===== config.mk =====
export PLATFORM = sky130hd
export DESIGN_NAME = hazard_control_unit_flat
export DESIGN_NICKNAME = d
export VERILOG_FILES = /design/src/rtl/hazard_control_unit_pkg.sv /design/src/rtl/hazard_control_unit_if.sv /design/src/rtl/hazard_control_unit_load_use_detect.sv /design/src/rtl/hazard_control_unit.sv /design/src/flat_wrapper.sv
export SDC_FILE = /design/constraint.sdc
export NUM_CORES = 1
export LEC_CHECK = 0
export ABC_AREA = 1
export ABC_CLOCK_PERIOD_IN_PS = 3600
export CORE_MARGIN = 10
export CORE_UTILIZATION = 46
export DETAILED_ROUTE_END_ITERATION = 16
export GPL_TIMING_DRIVEN = 0
export PLACE_DENSITY_LB_ADDON = 0.3
export SLEW_MARGIN = 10
export SYNTH_ARGS = -nofsm -noshare
export SYNTH_HDL_FRONTEND = slang
export SYNTH_SLANG_ARGS = --single-unit

===== constraint.sdc =====
create_clock -name clk -period 3.6 [get_ports clk]
set_input_delay 0.72 -clock clk [delete_from_list [all_inputs] [get_ports clk]]
set_output_delay 0.72 -clock clk [all_outputs]
set_load 0.1 [all_outputs]

===== src/rtl/hazard_control_unit_pkg.sv =====
`default_nettype none
// ============================================================================
// Module : hazard_pkg
// Brief  : Shared state encoding, zero-register number and control bundle.
// Rev    : 1.0
// ============================================================================
package hazard_pkg;

    localparam int ZR_REG = 31;

    typedef enum logic [1:0] {
        RUN      = 2'd0,
        MEM_WAIT = 2'd1,
        FLUSH    = 2'd2
    } hazard_state_t;

    typedef struct packed {
        logic pcWrite;
        logic ifIdWrite;
        logic idExBubble;
        logic ifIdFlush;
        logic idExFlush;
        logic exMemFlush;
        logic pipeFreeze;
    } pipe_ctrl_t;

    localparam pipe_ctrl_t c_ctrl_run    = 7'b1100000;
    localparam pipe_ctrl_t c_ctrl_bubble = 7'b0010000;
    localparam pipe_ctrl_t c_ctrl_flush  = 7'b1101110;
    localparam pipe_ctrl_t c_ctrl_freeze = 7'b0000001;

endpackage
`default_nettype wire


===== src/rtl/hazard_control_unit_if.sv =====
`default_nettype none
// ============================================================================
// Module : hazard_control_unit_if
// Brief  : Pipeline <-> hazard unit signal bundle. HAZARD_STATS_EN adds counters.
// Rev    : 1.0
// ============================================================================
interface hazard_control_unit_if #(
    parameter int N  = 5
`ifdef HAZARD_STATS_EN
  , parameter int CW = 32
`endif
);
    logic [N-1:0] idRn;
    logic [N-1:0] idRm;
    logic         idUsesRn;
    logic         idUsesRm;
    logic         exMemRead;
    logic [N-1:0] exRd;
    logic         memReq;
    logic         memReady;
    logic         memBranchTaken;
    logic         pcWrite;
    logic         ifIdWrite;
    logic         idExBubble;
    logic         ifIdFlush;
    logic         idExFlush;
    logic         exMemFlush;
    logic         pipeFreeze;
    logic         memTimeout;
`ifdef HAZARD_STATS_EN
    logic [CW-1:0] stallCount;
    logic [CW-1:0] freezeCount;
`endif

    modport master (
        output idRn, idRm, idUsesRn, idUsesRm, exMemRead, exRd,
               memReq, memReady, memBranchTaken,
        input  pcWrite, ifIdWrite, idExBubble, ifIdFlush, idExFlush,
               exMemFlush, pipeFreeze, memTimeout
`ifdef HAZARD_STATS_EN
      , input  stallCount, freezeCount
`endif
    );

    modport slave (
        input  idRn, idRm, idUsesRn, idUsesRm, exMemRead, exRd,
               memReq, memReady, memBranchTaken,
        output pcWrite, ifIdWrite, idExBubble, ifIdFlush, idExFlush,
               exMemFlush, pipeFreeze, memTimeout
`ifdef HAZARD_STATS_EN
      , output stallCount, freezeCount
`endif
    );

endinterface
`default_nettype wire


===== src/rtl/hazard_control_unit_load_use_detect.sv =====
`default_nettype none
// ============================================================================
// Module : load_use_detect
// Brief  : Flags an ID instruction reading the destination of a load in EX.
// Rev    : 1.0
// ============================================================================
module load_use_detect
    import hazard_pkg::*;
#(
    parameter int N  = 5,
    parameter int ZR = ZR_REG
) (
    input  wire logic [N-1:0] i_idRn,
    input  wire logic [N-1:0] i_idRm,
    input  wire logic         i_idUsesRn,
    input  wire logic         i_idUsesRm,
    input  wire logic         i_exMemRead,
    input  wire logic [N-1:0] i_exRd,
    output logic              o_hit
);
    localparam logic [N-1:0] c_zr = N'(ZR);

    logic w_rnHit;
    logic w_rmHit;

    assign w_rnHit = i_idUsesRn && (i_idRn == i_exRd);
    assign w_rmHit = i_idUsesRm && (i_idRm == i_exRd);
    assign o_hit   = i_exMemRead && (i_exRd != c_zr) && (w_rnHit || w_rmHit);

endmodule
`default_nettype wire


===== src/rtl/hazard_control_unit.sv =====
`default_nettype none
// ============================================================================
// Module : hazard_control_unit
// Brief  : Load-use stall, memory-wait freeze and branch-flush sequencing.
//          Optional macro HAZARD_STATS_EN adds stall/freeze counters.
// Rev    : 1.0
// ============================================================================
module hazard_control_unit
    import hazard_pkg::*;
#(
    parameter int N       = 5,
    parameter int ZR      = ZR_REG,
    parameter int TIMEOUT = 16
`ifdef HAZARD_STATS_EN
  , parameter int CW      = 32
`endif
) (
    input  wire logic         clk,
    input  wire logic         reset,
    hazard_control_unit_if.slave hz
);
    localparam int                  c_CNT_W   = $clog2(TIMEOUT + 1);
    localparam logic [c_CNT_W-1:0]  c_cnt_max = c_CNT_W'(TIMEOUT);

    hazard_state_t      r_state;
    hazard_state_t      w_stateNext;
    logic               r_pendFlush;
    logic               w_pendFlushNext;
    logic [c_CNT_W-1:0] r_waitCnt;
    logic [c_CNT_W-1:0] w_waitCntNext;
    logic [c_CNT_W-1:0] w_waitCntInc;
    logic               r_memTimeout;
    logic               w_freeze;
    logic               w_loadUse;
    pipe_ctrl_t         w_ctrl;
    pipe_ctrl_t         w_out;

    load_use_detect #(.N(N), .ZR(ZR)) u_lud (
        .i_idRn      (hz.idRn),
        .i_idRm      (hz.idRm),
        .i_idUsesRn  (hz.idUsesRn),
        .i_idUsesRm  (hz.idUsesRm),
        .i_exMemRead (hz.exMemRead),
        .i_exRd      (hz.exRd),
        .o_hit       (w_loadUse)
    );

    assign w_freeze     = hz.memReq && !hz.memReady;
    assign w_waitCntInc = (r_waitCnt == c_cnt_max) ? r_waitCnt : r_waitCnt + 1'b1;

    always_comb begin
        w_ctrl          = c_ctrl_run;
        w_stateNext     = r_state;
        w_pendFlushNext = r_pendFlush;
        w_waitCntNext   = '0;
        case (r_state)
            MEM_WAIT: begin
                w_pendFlushNext = r_pendFlush | hz.memBranchTaken;
                if (!hz.memReady) begin
                    w_ctrl        = c_ctrl_freeze;
                    w_waitCntNext = w_waitCntInc;
                end else begin
                    // Freeze lifts this cycle: a pending load-use gets its bubble
                    // now, unless a deferred flush will discard the instruction.
                    w_stateNext = w_pendFlushNext ? FLUSH : RUN;
                    if (!w_pendFlushNext && w_loadUse)
                        w_ctrl = c_ctrl_bubble;
                end
            end
            default: begin
                if (w_freeze) begin
                    w_ctrl          = c_ctrl_freeze;
                    w_pendFlushNext = r_pendFlush | hz.memBranchTaken;
                    w_waitCntNext   = w_waitCntInc;
                    w_stateNext     = MEM_WAIT;
                end else if (r_state == FLUSH || hz.memBranchTaken) begin
                    w_ctrl          = c_ctrl_flush;
                    w_pendFlushNext = 1'b0;
                    w_stateNext     = RUN;
                end else if (w_loadUse) begin
                    w_ctrl = c_ctrl_bubble;
                end
            end
        endcase
    end

    always_ff @(posedge clk) begin
        if (reset) begin
            r_state      <= RUN;
            r_pendFlush  <= 1'b0;
            r_waitCnt    <= '0;
            r_memTimeout <= 1'b0;
        end else begin
            r_state      <= w_stateNext;
            r_pendFlush  <= w_pendFlushNext;
            r_waitCnt    <= w_waitCntNext;
            r_memTimeout <= r_memTimeout | (w_waitCntNext == c_cnt_max);
        end
    end

    assign w_out = reset ? c_ctrl_run : w_ctrl;

    assign hz.pcWrite    = w_out.pcWrite;
    assign hz.ifIdWrite  = w_out.ifIdWrite;
    assign hz.idExBubble = w_out.idExBubble;
    assign hz.ifIdFlush  = w_out.ifIdFlush;
    assign hz.idExFlush  = w_out.idExFlush;
    assign hz.exMemFlush = w_out.exMemFlush;
    assign hz.pipeFreeze = w_out.pipeFreeze;
    assign hz.memTimeout = r_memTimeout && !reset;

`ifdef HAZARD_STATS_EN
    logic [CW-1:0] r_stallCount;
    logic [CW-1:0] r_freezeCount;

    always_ff @(posedge clk) begin
        if (reset) begin
            r_stallCount  <= '0;
            r_freezeCount <= '0;
        end else begin
            if (w_out.idExBubble)
                r_stallCount <= r_stallCount + 1'b1;
            if (w_out.pipeFreeze)
                r_freezeCount <= r_freezeCount + 1'b1;
        end
    end

    assign hz.stallCount  = r_stallCount;
    assign hz.freezeCount = r_freezeCount;
`endif

endmodule
`default_nettype wire


===== src/flat_wrapper.sv =====
// flat-port wrapper written by rule: the top's interface ports become plain ports
module hazard_control_unit_flat import hazard_pkg::*;
#(
    parameter int N       = 5,
    parameter int ZR      = ZR_REG,
    parameter int TIMEOUT = 16

)
  (clk, reset, hz_idRn, hz_idRm, hz_idUsesRn, hz_idUsesRm, hz_exMemRead, hz_exRd, hz_memReq, hz_memReady, hz_memBranchTaken, hz_pcWrite, hz_ifIdWrite, hz_idExBubble, hz_ifIdFlush, hz_idExFlush, hz_exMemFlush, hz_pipeFreeze, hz_memTimeout);
  hazard_control_unit_if #(.N(N)) hz_i ();
  input  wire logic clk;
  input  wire logic reset;
  input wire logic [$bits(hz_i.idRn)-1:0] hz_idRn;
  input wire logic [$bits(hz_i.idRm)-1:0] hz_idRm;
  input wire logic [$bits(hz_i.idUsesRn)-1:0] hz_idUsesRn;
  input wire logic [$bits(hz_i.idUsesRm)-1:0] hz_idUsesRm;
  input wire logic [$bits(hz_i.exMemRead)-1:0] hz_exMemRead;
  input wire logic [$bits(hz_i.exRd)-1:0] hz_exRd;
  input wire logic [$bits(hz_i.memReq)-1:0] hz_memReq;
  input wire logic [$bits(hz_i.memReady)-1:0] hz_memReady;
  input wire logic [$bits(hz_i.memBranchTaken)-1:0] hz_memBranchTaken;
  output wire logic [$bits(hz_i.pcWrite)-1:0] hz_pcWrite;
  output wire logic [$bits(hz_i.ifIdWrite)-1:0] hz_ifIdWrite;
  output wire logic [$bits(hz_i.idExBubble)-1:0] hz_idExBubble;
  output wire logic [$bits(hz_i.ifIdFlush)-1:0] hz_ifIdFlush;
  output wire logic [$bits(hz_i.idExFlush)-1:0] hz_idExFlush;
  output wire logic [$bits(hz_i.exMemFlush)-1:0] hz_exMemFlush;
  output wire logic [$bits(hz_i.pipeFreeze)-1:0] hz_pipeFreeze;
  output wire logic [$bits(hz_i.memTimeout)-1:0] hz_memTimeout;
  assign hz_i.idRn = hz_idRn;
  assign hz_i.idRm = hz_idRm;
  assign hz_i.idUsesRn = hz_idUsesRn;
  assign hz_i.idUsesRm = hz_idUsesRm;
  assign hz_i.exMemRead = hz_exMemRead;
  assign hz_i.exRd = hz_exRd;
  assign hz_i.memReq = hz_memReq;
  assign hz_i.memReady = hz_memReady;
  assign hz_i.memBranchTaken = hz_memBranchTaken;
  assign hz_pcWrite = hz_i.pcWrite;
  assign hz_ifIdWrite = hz_i.ifIdWrite;
  assign hz_idExBubble = hz_i.idExBubble;
  assign hz_ifIdFlush = hz_i.ifIdFlush;
  assign hz_idExFlush = hz_i.idExFlush;
  assign hz_exMemFlush = hz_i.exMemFlush;
  assign hz_pipeFreeze = hz_i.pipeFreeze;
  assign hz_memTimeout = hz_i.memTimeout;
  hazard_control_unit #(.N(N), .ZR(ZR), .TIMEOUT(TIMEOUT)) u_core (.clk(clk), .reset(reset), .hz(hz_i));
endmodule

==> results of run 1 <==
## flip-flops by register name, summed over array words and instances, names as in the netlist
name and flops:
u_core.r_waitCnt 5, u_core.r_state 2, u_core.r_memTimeout 1, u_core.r_pendFlush 1
## through the flow
stage,instance area [um2],utilization (%),TNS [ns],std cells
final,1117,71.67,0,176
after global routing,1117,71.67,0,176
after CTS,1124,72.07,0,176
after detailed placement,1104,70.79,-0.8659,172
after global placement,1104,70.79,-0.6438,172
after floorplan,793.3,-,0,127
## synthesized netlist by cell type
cell type / count
sky130_fd_sc_hd__nand3_2: 1
sky130_fd_sc_hd__nor2_2: 1
sky130_fd_sc_hd__nand4_1: 4
sky130_fd_sc_hd__nand2_2: 5
sky130_fd_sc_hd__inv_1: 17
sky130_fd_sc_hd__xnor2_1: 1
sky130_fd_sc_hd__o21ai_0: 1
sky130_fd_sc_hd__o21a_1: 1
sky130_fd_sc_hd__a21oi_1: 4
sky130_fd_sc_hd__inv_2: 6
sky130_fd_sc_hd__ha_1: 2
sky130_fd_sc_hd__buf_2: 1
sky130_fd_sc_hd__nor3_1: 3
sky130_fd_sc_hd__buf_4: 3
sky130_fd_sc_hd__dfxtp_1: 9
sky130_fd_sc_hd__nand2_1: 33
sky130_fd_sc_hd__a21oi_2: 1
sky130_fd_sc_hd__nand2_4: 1
sky130_fd_sc_hd__nor2_1: 13
sky130_fd_sc_hd__nand3_1: 9
sky130_fd_sc_hd__inv_4: 1
sky130_fd_sc_hd__o21bai_1: 1
sky130_fd_sc_hd__o32ai_1: 1
sky130_fd_sc_hd__o21ai_2: 1
sky130_fd_sc_hd__xor2_1: 3
sky130_fd_sc_hd__nand3b_2: 1
sky130_fd_sc_hd__nor2_4: 3
## power groups by stage
stage / clock network (W) / registers, W / logic, W
after floorplan: 0 / 0.000106 / 0.0000770
after CTS: 0.0000834 / 0.000104 / 0.000118
after detailed placement: 0 / 0.000106 / 0.000120
after global routing: 0.0000885 / 0.000104 / 0.000126
final: 0.0000811 / 0.000104 / 0.000117
after global placement: 0 / 0.000106 / 0.000116
## cells by family (layout without fill, tap and decap cells)
logic type      count (synthesis)  after routing
compound gates                 10             10
xor+xnor                        4              4
fa+ha+maj                       2              2
buf+inv                        28             61
flops                           9              9
simple gates                   74             74
## cell type report
class	count	area, um2	share of cell area (%)
Inverter	24	92.59	8.287
Tap cell	16	20.02	1.792
Clock buffer	4	26.28	2.352
Timing Repair Buffer	29	277.8	24.86
Buffer	4	27.53	2.464
Multi-Input combinational cell	90	493.0	44.12
Sequential cell	9	180.2	16.13
## routing by layer
metal	vias to the layer above	track usage (%)
met2	28	19.97
met1	376	12.92
met3	3	4.321
met5	-	0
met4	0	5.732
li1	457	-
## worst min-delay path by stage
stage | from | endpoint | depth (start not counted) | slack (ns)
floorplan | u_core.r_memTimeout | u_core.r_memTimeout | 2 | 0.44
global placement | u_core.r_memTimeout | u_core.r_memTimeout | 2 | 0.45
detailed placement | u_core.r_memTimeout | u_core.r_memTimeout | 2 | 0.45
CTS | u_core.r_memTimeout | u_core.r_memTimeout | 2 | 0.46
global route | u_core.r_memTimeout | u_core.r_memTimeout | 2 | 0.48
finish | u_core.r_memTimeout | u_core.r_memTimeout | 2 | 0.46
## critical path, stage by stage
cell	delay [ns]
sky130_fd_sc_hd__clkdlybuf4s50_1	0.50
sky130_fd_sc_hd__o21bai_1	0.15
sky130_fd_sc_hd__inv_1	0.12
sky130_fd_sc_hd__nor3_2	0.19
sky130_fd_sc_hd__buf_4	0.14
sky130_fd_sc_hd__dlygate4sd2_1	0.85
## repair_timing
item	in CTS	in global routing
setup endpoints to repair	5	5
gates resized for setup	5	8
setup buffers	0	0
hold buffers	0	0
cloned	0	0
==> run_results.csv, run 1 <==
group,metric,value,unit
critical_path,setup.worst_path.class,"input port to output port",
routing,final_antenna_net_count,0,
clock_network,cts_tree,"yes",
clock_network,cts_num_sinks,9,
logic_synthesis,ys_warn_count,0,
logic_synthesis,synth_compound_area_share,8.413,%
logic_synthesis,syn-instance-count,127,
logic_synthesis,yosysTopAreaCell,"sky130_fd_sc_hd__dfxtp_1",
final_layout,area_growth,41.75,%
critical_path,crit_arrival,2.67,ns
placed_design,port-buffer-count,29,
global_routing,grt_pass1_vias,822,
routing,routed.top_layer,"met4",
placed_design,place_hpwl,1.794,mm
flow_run,drv.max_cap_violation_count,0,
logic_synthesis,synth_area_per_inst,6.207,um2
critical_path,regToRegSetupSlack,2.26,ns
floorplanning,core,0.001559,mm2
critical_path,required,2.88,ns
global_routing,grt_util_all_layers,11.85,%
floorplanning,chipWidth,61.40,um
power,worst_ir_drop_vdd,0.0002824,V
critical_path,timing.rr.end,"u_core.r_memTimeout",
logic_synthesis,synthesis.area,788.3,um2
clock_network,clockRootBuffer,"sky130_fd_sc_hd__clkbuf_4",
routing,avgRoutedWirePerCell,11.95,um
critical_path,r2r_cells,8,
routing,totalWireLength,2.103,mm
timing,setup_viol_count_final,0,
power,power.combinational.fraction,38.6,%
power,pwr-share-clk,26.8,%
critical_path,worstSetupEndpoint,"hz_ifIdFlush",
logic_synthesis,multiplexer_share_of_the_synthesized_area,0,%
global_routing,grt_pass1_wl,3.429,mm
clock_network,worst_setup_hold_path_clk_slew,0.06,ns
timing,layout_min_cycle_time,3.393,ns
timing,max-slew-margin-rel,34.61,%
floorplanning,die_h,61.40,um
routing,wl_met1,897,um
min_path,hold_path.class,"flop to flop",
routing,wl_met3,153,um
routing,detail_route.first_pass.iterations,4,
logic_synthesis,register_bit_total_from_synthesis,9,
floorplanning,floorplan.die_area,0.003769,mm2
final_layout,nFillCells,131,
clock_network,number_of_buffers_inserted_during_clock_tree_synthesis,3,
logic_synthesis,synth_top_family_by_area,"simple AND/OR/NAND/NOR gates",
critical_path,crit_start,"hz_memBranchTaken",
global_routing,maximum_number_of_pins_on_one_net_before_global_route_repair,10,
final_layout,design.final.nets,186,
floorplanning,initial_core_util,50.56,%
timing,fin_worst_hold_slack,0.4581,ns
timing,worst_slew_pin_slew,0.9792,ns
logic_synthesis,netlist_top_cells_area,"sky130_fd_sc_hd__dfxtp_1, sky130_fd_sc_hd__nand2_1, sky130_fd_sc_hd__inv_1",
critical_path,crit_path_end_kind,"output port",
power,power.leakage,0.5646,nW
logic_synthesis,basic_gate_share_of_the_synthesized_area_counting_and_or_nand_and_nor_cells,45.87,%
logic_synthesis,yosys.cell_types.count,27,
logic_synthesis,ys_seq_area_share,22.86,%
power,netSwitchingFraction,37.58,%
timing,worst_slack,0.2067,ns
logic_synthesis,synth_xor_xnor_area_share,4.444,%
floorplanning,placementRows,14,
critical_path,critical_path.startpoint_type,"input port",
placed_design,routabilityCongestion,0.7873,
placed_design,pre_cts_ws,-0.2599,ns
logic_synthesis,synth_largest_type_area_fraction,22.86,%
critical_path,timing.critical_path.fanout_max,3,
floorplanning,boundaryPins,31,
global_routing,grt.overflow.total,0,
final_layout,final_layout_size_suffix_gt1_share,20.00,%
timing,rsz0062_at_grt,"no",
clock_network,cts_htree_levels,1,
global_routing,grt_antenna_before_repair,0,
routing,drc_errors_left,0,
power,power.density_cell_area,270.2,mW/mm2
timing,max_clock_freq,294.7,MHz
power,power.total,0.0003020,W
power,internal_power,0.0001885,W
logic_synthesis,synth-adder-area-share,3.175,%
timing,slew_violations,0,
routing,iter_0_drt_violations,11,
final_layout,layout_common_cells,"sky130_fd_sc_hd__nand2_1, sky130_fd_sc_hd__clkdlybuf4s50_1, sky130_fd_sc_hd__inv_1",
final_layout,final_common_cell,"sky130_fd_sc_hd__nand2_1",
status,outcome,"finished clean",
final_layout,antenna_cells,0,
timing,finalCritPeriodShare,94.26,%
logic_synthesis,synth.net_count,152,
power,switchingPower,0.0001135,W
routing,drt-vias-per-instance,4.909,
power,sequentialPowerShare,34.5,%
timing,hold_violations,0,
routing,detailroute.wirelength.met2,1.029,mm
routing,vias,864,
clock_network,clock_insertion_delay_worst_skew,0.27,ns
timing,finClkSkew,0.001079,ns
critical_path,critical_path.reg2reg.startpoint,"u_core.r_waitCnt[0]",
clock_network,cts_max_path_buffers,2,
No activity file was read; power rests on OpenSTA's default activity.
==> run 2: changes to the inputs <==
--- a/config.mk
+++ b/config.mk
@@ -14,2 +14,3 @@
 export PLACE_DENSITY_LB_ADDON = 0.3
+export RECOVER_POWER = 25
 export SLEW_MARGIN = 10
==> constraint.sdc (replaced) <==
create_clock -name clk -period 3.6 [get_ports clk]
set_input_delay 0.54 -clock clk [delete_from_list [all_inputs] [get_ports clk]]
set_output_delay 0.54 -clock clk [all_outputs]
set_load 0.1 [all_outputs]
==> run 2 against run 1 <==
  * Wire length decreased by 1.2%
  * Cell area increased by 0.56%
  * Clock skew hardly changed
  * Combinational power about the same
  * Fmax is 1.5% lower
  * Via count is 1.2% lower
  * Total power up 0.11%
  * Non-clock buffer count stayed put
  * First-iteration DRC count increased by 55%
  * Sequential share of layout area down 0.090 points
  * Global-route usage is essentially flat
  * Largest power group unchanged
  * Cell count unchanged
==> run_results.csv, run 2 (synthesized netlist as in run 1, its figures left out) <==
group,metric,value,unit
final_layout,max_reg_flops,5,
global_routing,grt_pass1_wl,3.415,mm
clock_network,clockRootBuffer,"sky130_fd_sc_hd__clkbuf_4",
power,internal_power,0.0001904,W
timing,rsz0062_at_grt,"no",
power,netSwitchingFraction,37.01,%
final_layout,final_layout_size_suffix_gt1_share,16.88,%
routing,vias,854,
final_layout,reg_top3,"u_core.r_waitCnt (5), u_core.r_state (2)",
timing,hold_violations,0,
floorplanning,floorplan.die_area,0.003769,mm2
clock_network,cts_max_path_buffers,2,
routing,iter_0_drt_violations,17,
routing,drc_errors_left,0,
flow_run,drv.max_cap_violation_count,0,
clock_network,cts_num_sinks,9,
critical_path,crit_path_end_kind,"output port",
floorplanning,die_h,61.40,um
routing,totalWireLength,2.078,mm
clock_network,cts_htree_levels,1,
timing,finClkSkew,0.001040,ns
placed_design,routabilityCongestion,0.7873,
status,outcome,"finished clean",
power,worst_ir_drop_vdd,0.0002809,V
power,pwr-share-clk,26.8,%
global_routing,grt.overflow.total,0,
final_layout,final_common_cell,"sky130_fd_sc_hd__nand2_1",
power,sequentialPowerShare,34.5,%
final_layout,design.final.nets,186,
placed_design,place_hpwl,1.794,mm
power,power.leakage,0.5430,nW
floorplanning,core,0.001559,mm2
final_layout,finish.instance_area,0.001124,mm2
final_layout,antenna_cells,0,
clock_network,number_of_buffers_inserted_during_clock_tree_synthesis,3,
timing,layout_min_cycle_time,3.444,ns
timing,worst_slew_pin_slew,0.9836,ns
floorplanning,placementRows,14,
routing,drt-vias-per-instance,4.852,
floorplanning,initial_core_util,50.56,%
routing,avgRoutedWirePerCell,11.81,um
global_routing,grt_antenna_before_repair,0,
global_routing,grt_util_all_layers,11.81,%
critical_path,required,3.06,ns
final_layout,area_growth,42.54,%
critical_path,critical_path.startpoint_type,"input port",
timing,setup_viol_count_final,0,
power,power.combinational.fraction,38.8,%
timing,worst_slack,0.1556,ns
power,power.density_cell_area,269.0,mW/mm2
timing,finalCritPeriodShare,95.68,%
clock_network,worst_setup_hold_path_clk_slew,0.06,ns
timing,tns,0,ns
timing,max_clock_freq,290.3,MHz
global_routing,maximum_number_of_pins_on_one_net_before_global_route_repair,10,
final_layout,registers.top_by_ff_count,"u_core.r_waitCnt",
clock_network,cts_hold_repair.buffers,0,
placed_design,placement.cell_area,0.001104,mm2
timing,slew_violations,0,
min_path,hold_path.class,"flop to flop",
placed_design,pre_cts_ws,0.1001,ns
routing,detail_route.first_pass.iterations,4,
clock_network,cts_tree,"yes",
timing,max-slew-margin-rel,34.22,%
critical_path,crit_arrival,2.90,ns
critical_path,timing.critical_path.fanout_max,4,
global_routing,grt_pass1_vias,822,
floorplanning,chipWidth,61.40,um
critical_path,setup.worst_path.class,"input port to output port",
final_layout,layout_common_cells,"sky130_fd_sc_hd__nand2_1, sky130_fd_sc_hd__clkdlybuf4s50_1, sky130_fd_sc_hd__inv_1",
routing,final_antenna_net_count,0,
floorplanning,boundaryPins,31,
clock_network,clock_insertion_delay_worst_skew,0.27,ns
placed_design,port-buffer-count,29,
power,switchingPower,0.0001119,W
-- run 2: final timing paths --
path / depth (start not counted) / slack, ns / from / to
hold reg to reg: 2 / 0.46 / u_core.r_memTimeout / u_core.r_memTimeout
hold / removal: 2 / 0.46 / u_core.r_memTimeout / u_core.r_memTimeout
setup / recovery: 8 / 0.16 / hz_memReq / hz_pipeFreeze
setup reg to reg: 8 / 2.22 / u_core.r_state[0] / u_core.r_memTimeout
-- run 2: repair_timing --
| item | 4_1_cts | 5_1_grt |
|---|---|---|
| setup endpoints to repair | 0 | 2 |
| setup buffers | 0 | 0 |
| gates resized for setup | 0 | 2 |
-- run 2: worst max-delay path: stages --
cell and delay, ns:
sky130_fd_sc_hd__clkdlybuf4s50_1 0.49, sky130_fd_sc_hd__nand2_2 0.07, sky130_fd_sc_hd__nand2_4 0.07, sky130_fd_sc_hd__clkinvlp_2 0.18, sky130_fd_sc_hd__nor2_4 0.15, sky130_fd_sc_hd__nand2_1 0.15, sky130_fd_sc_hd__inv_1 0.09, sky130_fd_sc_hd__clkdlybuf4s50_1 1.14
-- run 2: final cells by class --
| type | instances | area (um2) |
|---|---|---|
| Multi-Input combinational cell | 90 | 483.0 |
| Tap cell | 16 | 20.02 |
| Clock buffer | 4 | 26.28 |
| Inverter | 24 | 91.34 |
| Sequential cell | 9 | 180.2 |
| Timing Repair Buffer | 29 | 295.3 |
| Buffer | 4 | 27.53 |
| Fill cell | 129 | 435.4 |
-- run 2: power groups by stage --
stage / registers (W) / logic (W) / clock network (W)
after floorplan: 0.000106 / 0.0000770 / 0
after global placement: 0.000106 / 0.000116 / 0
after detailed placement: 0.000106 / 0.000120 / 0
after CTS: 0.000104 / 0.000120 / 0.0000834
after global routing: 0.000104 / 0.000127 / 0.0000885
final: 0.000104 / 0.000117 / 0.0000809
-- run 2: per-stage QoR --
| stage | hold slack (ns) | total power [W] | utilization [%] | std cells |
|---|---|---|---|---|
| finish | 0.4582 | 0.0003023 | 72.07 | 176 |
| global route | 0.4816 | 0.0003198 | 72.07 | 176 |
| CTS | 0.4617 | 0.0003074 | 72.47 | 176 |
| detailed placement | 0.4531 | 0.0002259 | 70.79 | 172 |
| global placement | 0.4451 | 0.0002226 | 70.79 | 172 |
| floorplan | 0.4363 | 0.0001830 | - | 127 |
-- run 2: routing by layer --
layer  wire length (um)  vias to the layer above  track usage [%]
met4                 22                        0            5.732
met1                881                      371            12.46
li1                   -                      456                -
met2               1017                       24            19.97
met3                157                        3            4.938
met5                  0                        -                0
==> variant (settings of run 1) <==
`N` is set to 5 in 4 places; all go to 4.
--- a/src/rtl/hazard_control_unit_if.sv
+++ b/src/rtl/hazard_control_unit_if.sv
@@ -6,5 +6,5 @@
 // ============================================================================
 interface hazard_control_unit_if #(
-    parameter int N  = 5
+    parameter int N  = 4
 `ifdef HAZARD_STATS_EN
   , parameter int CW = 32
--- a/src/rtl/hazard_control_unit_load_use_detect.sv
+++ b/src/rtl/hazard_control_unit_load_use_detect.sv
@@ -8,5 +8,5 @@
     import hazard_pkg::*;
 #(
-    parameter int N  = 5,
+    parameter int N  = 4,
     parameter int ZR = ZR_REG
 ) (
--- a/src/rtl/hazard_control_unit.sv
+++ b/src/rtl/hazard_control_unit.sv
@@ -9,5 +9,5 @@
     import hazard_pkg::*;
 #(
-    parameter int N       = 5,
+    parameter int N       = 4,
     parameter int ZR      = ZR_REG,
     parameter int TIMEOUT = 16
--- a/src/flat_wrapper.sv
+++ b/src/flat_wrapper.sv
@@ -2,5 +2,5 @@
 module hazard_control_unit_flat import hazard_pkg::*;
 #(
-    parameter int N       = 5,
+    parameter int N       = 4,
     parameter int ZR      = ZR_REG,
     parameter int TIMEOUT = 16
Ports: changed (resized hz_exRd, hz_idRm and hz_idRn); port bits go from 31 to 28. The function was not compared with the original's and may differ.
==> variant against run 1 <==
  * Cell count is 12% lower
  * Power is 5.5% lower
  * Wire length is 18% lower
  * Via count is 13% lower
  * Setup slack worse by 0.055 ns
  * Global-route usage is 2.2 points lower
  * Sequential cell count stayed put
  * Area after synthesis is 11% lower
  * Sequential share of layout area is 1.9 points higher
  * Utilization is 3.6 points lower
  * Count of clock-buffer cells in the layout stayed put
  * Final area is 10% lower
  * Critical endpoint is now hz_ifIdWrite
==> variant: results (changes against run 1) <==
core area 1470 µm² (was 1560 µm²); Final Net Count 162 (was 186); worst-case clock skew 0.00841 ns (was 0.00108 ns); VDD IR max 0.256 mV (was 0.282 mV); #MultiIn Comb 78 (was 90); met2 GRT Util 16.7% (was 20.0%); Port Buffers 26 (was 29); post-placement cell area 985 µm² (was 1100 µm²); DPL Wire Length 1510 µm (was 1790 µm); Critical Path Max Stage Delay 0.87 ns (was 0.85 ns); Worst Setup EP hz_ifIdWrite (was hz_ifIdFlush); Post-synth top cells 24 x nand2_1, 12 x inv_1, 12 x nor2_1, 10 x nand3_1, 9 x dfxtp_1 (was 33 x nand2_1, 17 x inv_1, 13 x nor2_1, 9 x dfxtp_1, 9 x nand3_1); total number of vias 752 (was 864); final WL 1720 µm (was 2100 µm); syn nets 131 (was 152); Final GP Congestion 0.827 (was 0.787); dominant cells by area after synthesis dfxtp_1 26%, nand2_1 13%, nand3_1 7.2%, inv_1 6.4%, nor2_1 6.4% (was dfxtp_1 23%, nand2_1 16%, inv_1 8.1%, nor2_1 6.2%, nand3_1 5.7%); global-route wire length before repair 2750 µm (was 3430 µm); area occupied by multi-input gates 430 µm² (was 493 µm²); status finished, final reports clean (unchanged); initial drt markers 2 (was 11); Layout fillers 128 (was 131); reg2reg path depth 9 (was 8); Worst EP arrival 2.73 ns (was 2.67 ns); Logic inverters 18 (was 24); Worst slew margin 34.7% (was 34.6%); met3 Track Usage GR 3.22% (was 4.32%); power share of the combinational group 37.0% (was 38.6%); buffering overhead 27.7% (was 27.3%); Seq/Total Area, Yosys 25.8% (was 22.9%); Place WS -0.220 ns (was -0.260 ns); leakage 0.480 nW (was 0.565 nW)
variant: cells by family (layout without fill, tap and decap cells):
logic type / count (synthesis) / after routing / synth area share, %
simple gates: 60 / 60 / 41.3
buf+inv: 22 / 52 / 13.4
compound gates: 10 / 10 / 8.41
flops: 9 / 9 / 25.8
xor+xnor: 6 / 6 / 7.51
fa+ha+maj: 2 / 2 / 3.58
variant: repair_timing:
| action | CTS | global route |
|---|---|---|
| pin swaps | 0 | 0 |
| setup endpoints to repair | 5 | 4 |
| hold buffers | 0 | 0 |
| resized for setup | 5 | 6 |
variant: stage by stage:
step	cells	utilization, %	power [W]
floorplan	109	-	0.000178
global placement	151	66.9	0.000213
detailed placement	151	66.9	0.000215
CTS	155	68.3	0.000289
global route	155	68.1	0.000302
finish	155	68.1	0.000285
variant: worst min-delay path: stages (launching register included):
cell and delay (ns):
dfxtp_1 0.30, inv_1 0.06, o21ai_1 0.05
variant: routing by layer:
metal	share of wire [%]	routed length, µm
met2	47	802
met3	7.0	120
met4	0.93	16
met1	45	780
met5	0	0
